===== src/rtl/uart_tx_arbiter.sv =====
// uart_tx_arbiter: round-robin scheduler sharing one UART transmitter among NUM_REQ byte producers
module uart_tx_arbiter #(
  parameter int NUM_REQ = 4,
  parameter logic [23:0] TIMEOUT_CYCLES = 24'd100000
) (
  input  logic                 clk,
  input  logic                 rst,
  input  logic [NUM_REQ-1:0]   req,
  input  logic [8*NUM_REQ-1:0] req_data,
  output logic [NUM_REQ-1:0]   gnt,
  output logic [7:0]           tx_data,
  output logic                 tx_start,
  input  logic                 tx_done,
  output logic                 busy,
  output logic [2:0]           owner,
  output logic                 timeout_err,
  input  logic                 err_clr
);
  typedef enum logic [1:0] {IDLE, LOAD, WAIT} state_t;
  state_t state, state_nxt;
  logic [2:0] last, pick;
  logic hit, expire;
  logic [23:0] cnt;
  always_comb begin
    hit = 1'b0;
    pick = '0;
    for (int i = NUM_REQ; i >= 1; i--)
      if (|(req & (NUM_REQ'(1) << ((int'(last) + i) % NUM_REQ)))) begin
        hit = 1'b1;
        pick = 3'((int'(last) + i) % NUM_REQ);
      end
  end
  assign expire = state == WAIT && !tx_done && cnt == TIMEOUT_CYCLES - 24'd1;
  assign busy = state != IDLE;
  always_comb begin
    state_nxt = state;
    state_nxt = state == IDLE ? (hit ? LOAD : IDLE) :
                state == LOAD ? WAIT :
                (tx_done || expire) ? IDLE : WAIT;
  end
  always_ff @(posedge clk or posedge rst)
    if (rst) state <= IDLE;
    else state <= state_nxt;
  always_ff @(posedge clk or posedge rst)
    if (rst) begin
      last <= 3'(NUM_REQ - 1);
      owner <= '0;
      tx_data <= '0;
      gnt <= '0;
      tx_start <= 1'b0;
      cnt <= '0;
      timeout_err <= 1'b0;
    end else begin
      gnt <= '0;
      tx_start <= 1'b0;
      if (state == IDLE && hit) begin
        last <= pick;
        owner <= pick;
        tx_data <= 8'(req_data >> {pick, 3'b000});
        gnt <= NUM_REQ'(1) << pick;
        tx_start <= 1'b1;
      end
      cnt <= state == WAIT ? cnt + 24'd1 : '0;
      timeout_err <= expire | (timeout_err & ~err_clr);
    end
endmodule


===== config.mk =====
export PLATFORM = sky130hd
export DESIGN_NAME = uart_tx_arbiter
export DESIGN_NICKNAME = d
export VERILOG_FILES = /design/src/rtl/uart_tx_arbiter.sv
export SDC_FILE = /design/constraint.sdc
export NUM_CORES = 1
export LEC_CHECK = 0
export CORE_AREA = 2 2 71 73
export CTS_CLUSTER_SIZE = 8
export DETAILED_ROUTE_END_ITERATION = 8
export DIE_AREA = 0 0 73 75
export PLACE_DENSITY_LB_ADDON = 0.15
export SYNTH_ARGS = -nofsm -noshare
export SYNTH_HDL_FRONTEND = slang
export SYNTH_SLANG_ARGS = --single-unit

===== constraint.sdc =====
create_clock -name clk -period 4.3 [get_ports clk]
set_clock_uncertainty 0.05 [all_clocks]
set_input_delay 1.29 -clock clk [delete_from_list [all_inputs] [get_ports clk]]
set_output_delay 1.29 -clock clk [all_outputs]
set_load 0.01 [all_outputs]

==> impl_metrics.yaml, run 1 <==
detailed_routing:
  num_vias: 2006
  final_antenna_net_count: 0
  via_per_inst: 5.667
  drt_pass1_iterations: 4
  wire_per_inst_microns: 16.32
  route.detailed.drc: 0
  drt_iter0_drc: 142
  drt_wl_total_microns: 5778
floorplan:
  core_area_sq_mm: 0.004661
  row_count: 25
  fp.dieH_microns: 75
  die-area_sq_mm: 0.005475
  ios: 58
  dieWidth_microns: 73
  start_util: 0.5278
worst_setup_path:
  start_kind: "primary input"
  r2r_end: "tx_data[6]"
  rrSetupSlack_ps: 1470
  reg2reg_depth: 9
  cp.required_ps: 4460
  path_max_fanout: 15
  endpoint_kind: "flop"
  arrival_ps: 3590
  crit_type: "primary input to flop"
  r2r_start: "last[0]"
cts:
  cts_setup_buffers: 0
  cts_root_buf: "clkbuf_8"
  htree_levels: 2
  cts_tree: "built"
  clockBufferDepth: 2
  clkLatencyLatePin_ps: 300
  hold_buffers: 0
  clock_sinks: 43
  cts.clk_slew.worst_paths_ps: 80
  cts_buffers: 5
  ctsResizeCount: 0
final_layout:
  multi_input_area_sq_mm: 0.001285
  fillCellCount: 355
  regArea_sq_mm: 0.001079
  synthToLayoutAreaGrowth_pct: 27.67
  drive_gt1_frac: 0.1267
  fin_nets: 344
  antenna_cells: 0
worst_hold_path:
  min_path_cells: 1
  holdCritStartpoint: "timeout_err"
  hp-class: "flop to flop"
  worstHoldEndpoint: "timeout_err"
yosys:
  syn_nets: 289
  synth-seq-cells: 43
  ys_warn_count: 0
  synth_cells: 244
  synth_area_leader_cell: "dfrtp_1"
  synth_top_area_share: 0.4171
  syn-cell-area_sq_mm: 0.002460
  ys_types: 49
  syn_avg_cell_area_sq_um: 10.08
  synthTopCellsByArea: "dfrtp_1 (42%), nor2_1 (6.4%), xor2_1 (4.6%), a2111oi_2 (3.7%), mux2i_1 (3.3%)"
  ys_seq_area_frac: 0.4385
sta:
  fin_crit_sh: 0.7959
  fin_crit_ps: 3422
  worst_slew_margin_rel: 0.3589
  final-hold-violation-count: 0
  tns_ps: 0
  setup_violations: 0
  worst_pin_slew_ps: 961.6
  grt_setup_unrepaired: "false"
  fmax_mhz: 292.2
  hold_slack_ps: 439.3
  drv_slew: 0
grt:
  grt_max_degree: 44
  grt_pass1_vias: 1966
  antenna_found_initial: 0
  grt_use_total: 0.2238
  grt_overflow: 0
  grt_pass1_wl_microns: 9163
power:
  power_density_mw_per_mm2: 676.3
  power_leakage_nw: 1.271
  vdd_drop_max_v: 0.0005197
  power_mw: 2.124
status:
  outcome: "finished, final reports clean"
placed_design:
  port_buffers: 56
  place.gp.congestion: 0.7889
  dpl.hpwl_microns: 4284
run:
  cap_viol_max_count: 0
Yosys cell counts (all sizes together):
cell type / instances
nor2: 42
dfrtp: 41
nand3: 16
xor2: 13
inv: 9
nand2: 9
a211oi: 8
a21oi: 8
mux2i: 8
buf: 7
o21ai: 7
a2111oi: 6
a21boi: 6
a22o: 6
nor4: 6
ha: 5
xnor2: 5
and2: 4
nor3: 4
or3: 4
clkbuf: 3
nand4: 3
or2: 3
a21bo: 2
a22oi: 2
and3: 2
dfstp: 2
o2111a: 2
a21o: 1
a31o: 1
conb: 1
mux2: 1
nand2b: 1
nor2b: 1
nor3b: 1
o2111ai: 1
o21a: 1
o21bai: 1
o2bb2ai: 1
sequential cells by signal, summed over array words and instances (netlist names):
register	count
state	2
timeout_err	1
last	2
owner	2
gnt	4
cnt	24
tx_data	8
kinds of logic after synthesis:
logic type | Yosys count | synth area share
simple gates | 96 | 0.1913
compound gates | 53 | 0.2030
flops | 43 | 0.4385
buf+inv | 19 | 0.03916
xor+xnor | 18 | 0.06409
mux | 9 | 0.03713
fa+ha+maj | 5 | 0.02543
other cells | 1 | 0.001524
worst max-delay path by stage:
stage                       from  slack (ps)  cells after the start    endpoint
after floorplan           req[3]        1430                      7  tx_data[1]
after global placement    req[3]         690                      8  tx_data[5]
after detailed placement  req[3]         580                      8  tx_data[6]
after CTS                 req[3]         870                      8  tx_data[6]
after global routing      req[3]         730                      8  tx_data[2]
final                     req[3]         880                      8  tx_data[6]
where the power goes:
part           internal (mW)  switching [mW]
clock                  0.147           0.135
sequential             0.504          0.0631
combinational          0.553           0.722
total                   1.20           0.920
routing by layer:
metal  track usage  wire, microns  up-vias
met5             0              0        -
met4       0.07407             53        0
met3       0.05890            249        4
met2        0.3764           2874       46
met1        0.2817           2600      974
li1              -              -      982
layout by cell type, fill, tap and decap left out, types with 7 or more instances in the layout:
master	count
nor2_1	42
clkdlybuf4s50_1	56
mux2i_1	8
nand2_1	8
a21oi_1	8
inv_1	8
clkbuf_8	7
dfrtp_1	41
nand3_1	16
xor2_1	13
area by class of cell:
cell class              count  area share
repair buffers             58      0.1833
multi-input cells         182      0.4092
clock buffers               8     0.03187
inverters                   9     0.01076
well taps                  54     0.02151
flip-flops and latches     43      0.3434
per-stage QoR:
stage	utilization	area (sq um)	setup WS (ps)	std cells
2_1_floorplan	-	2460	1433	244
3_5_place_dp	0.6523	3040	579.5	346
3_3_place_gp	0.6523	3040	690.8	346
6_report	0.6738	3141	877.8	354
5_1_grt	0.6738	3141	732.6	354
4_1_cts	0.6738	3141	873.8	354
critical path: stages:
cell and delay [ps]:
clkdlybuf4s50_1 480, a22o_1 300, or2_4 290, nor2_1 110, a31o_2 390, inv_2 210, and2_1 290, a211oi_2 220
(Power assumes the default switching activity.)
==> inputs of run 2 (changes only) <==
- CORE_AREA: 2 2 71 73 -> 2 2 77 79
- DIE_AREA: 0 0 73 75 -> 0 0 79 81
- clock period: 4.3 -> 3 ns (I/O delays scaled with it)
==> run 2 against run 1 <==
  * Critical path depth stayed put
  * Final cell count is 9.6% higher
  * Sequential share of layout area is 1.8 points lower
  * Core utilization is 9.1 points lower
  * Combinational power is 69% higher
  * Sequential cell count stayed put
  * Total power is 63% higher
  * Critical endpoint is now tx_data[0]
  * Highest routed layer unchanged
==> impl_metrics.yaml, run 2 (same netlist as run 1, synthesis figures left out) <==
status:
  outcome: "finished, final reports clean"
grt:
  grt_pass1_vias: 1910
  grt_max_degree: 44
  grt_pass1_wl_microns: 9204
  grt_use_total: 0.1832
  grt_overflow: 0
  antenna_found_initial: 0
floorplan:
  dieWidth_microns: 79
  start_util: 0.4334
  ios: 58
  core_area_sq_mm: 0.005675
  die-area_sq_mm: 0.006399
  row_count: 28
  fp.dieH_microns: 81
final_layout:
  fin_nets: 357
  antenna_cells: 0
  synthToLayoutAreaGrowth_pct: 34.54
  layout_common_cells: "clkdlybuf4s50_1 (56), nor2_1 (42), dfrtp_1 (41), nand3_1 (16), buf_4 (14)"
  layout_commonest_cell: "clkdlybuf4s50_1"
  largest_register_ffs: 24
  drive_gt1_frac: 0.1629
  largest_registers: "cnt: 24 flops, tx_data: 8 flops, gnt: 4 flops"
  regMostFlops: "cnt"
sta:
  final-hold-violation-count: 0
  setup_violations: 0
  worst_pin_slew_ps: 529.7
  worst_slew_margin_rel: 0.6468
  drv_slew: 0
  fmax_mhz: 351.5
  fin_crit_sh: 0.9484
  fin_crit_ps: 2845
  hold_slack_ps: 436.7
  grt_setup_unrepaired: "false"
cts:
  clockBufferDepth: 2
  htree_levels: 2
  cts_setup_buffers: 0
  clkLatencyLatePin_ps: 300
  cts.clk_slew.worst_paths_ps: 80
  cts_buffers: 5
  clock_sinks: 43
  ctsResizeCount: 0
  cts_tree: "built"
  hold_buffers: 0
  cts_root_buf: "clkbuf_8"
worst_setup_path:
  max_stage_delay_ps: 470
  crit_path_top_delay_cell: "clkdlybuf4s50_1"
  endpoint_kind: "flop"
  start_kind: "primary input"
  path_max_fanout: 10
  crit_path_cell_trace: "clkdlybuf4s50_1, a22o_1, or2_4, o2111ai_4, nand2_2, buf_12, mux2i_1, a211oi_1"
  crit_type: "primary input to flop"
  cp.required_ps: 3150
  arrival_ps: 2990
  reg2reg_depth: 9
detailed_routing:
  wire_per_inst_microns: 14.11
  drt_pass1_iterations: 4
  drt_iter0_drc: 80
  route.detailed.drc: 0
  final_antenna_net_count: 0
  num_vias: 2001
  drt_wl_total_microns: 5475
  via_per_inst: 5.157
run:
  cap_viol_max_count: 0
worst_hold_path:
  min_path_cells: 1
  hp-class: "flop to flop"
placed_design:
  port_buffers: 56
  dpl.hpwl_microns: 4191
  place.gp.congestion: 0.7739
power:
  power_mw: 3.469
  power_leakage_nw: 1.352
  vdd_drop_max_v: 0.0008153
  power_density_mw_per_mm2: 1048
## run 2: area by class of cell
type                    count  area (sq um)
multi-input cells         182          1285
repair buffers             71         685.7
inverters                   9         33.78
clock inverters             2         60.06
clock buffers               6         72.57
flip-flops and latches     43          1079
well taps                  75         93.84
fillers                   503          2366
## run 2: path summary, 6_finish.rpt
check	startpoint	end	slack (ps)
min	timeout_err	timeout_err	440
min reg2reg	timeout_err	timeout_err	440
min in group asynchronous	rst	state[1]	990
max in group asynchronous	rst	last[1]	1540
max	req[2]	tx_data[0]	150
max reg2reg	last[0]	tx_data[0]	340
## run 2: metrics by stage
| step | instances | utilization | cell area (sq um) | setup WS, ps | setup TNS (ps) |
|---|---|---|---|---|---|
| 2_1_floorplan | 244 | - | 2460 | 522.9 | 0 |
| 3_3_place_gp | 380 | 0.5597 | 3177 | -112.6 | -590.1 |
| 3_5_place_dp | 380 | 0.5597 | 3177 | -129.9 | -863.2 |
| 4_1_cts | 388 | 0.5831 | 3309 | 164.0 | 0 |
| 5_1_grt | 388 | 0.5831 | 3309 | 49.62 | 0 |
| 6_report | 388 | 0.5831 | 3309 | 154.7 | 0 |
## run 2: critical path, delay by kind of cell
family | cells | cell delay, ps
AND/OR/NAND/NOR | 2 | 430
AO/OA/AOI/OAI | 3 | 880
multiplexers | 1 | 130
buffers and inverters | 2 | 660
## run 2: routing by layer
metal	global-route usage	wire (microns)	up-vias
met5	0	0	-
met4	0.07069	89	0
met3	0.02111	181	7
met2	0.3017	2674	39
met1	0.2489	2530	950
li1	-	-	1005
## run 2: report_power, final
group	total, mW	internal, mW	switching [mW]
sequential	0.800	0.722	0.0780
combinational	2.14	1.03	1.11
clock	0.531	0.333	0.198
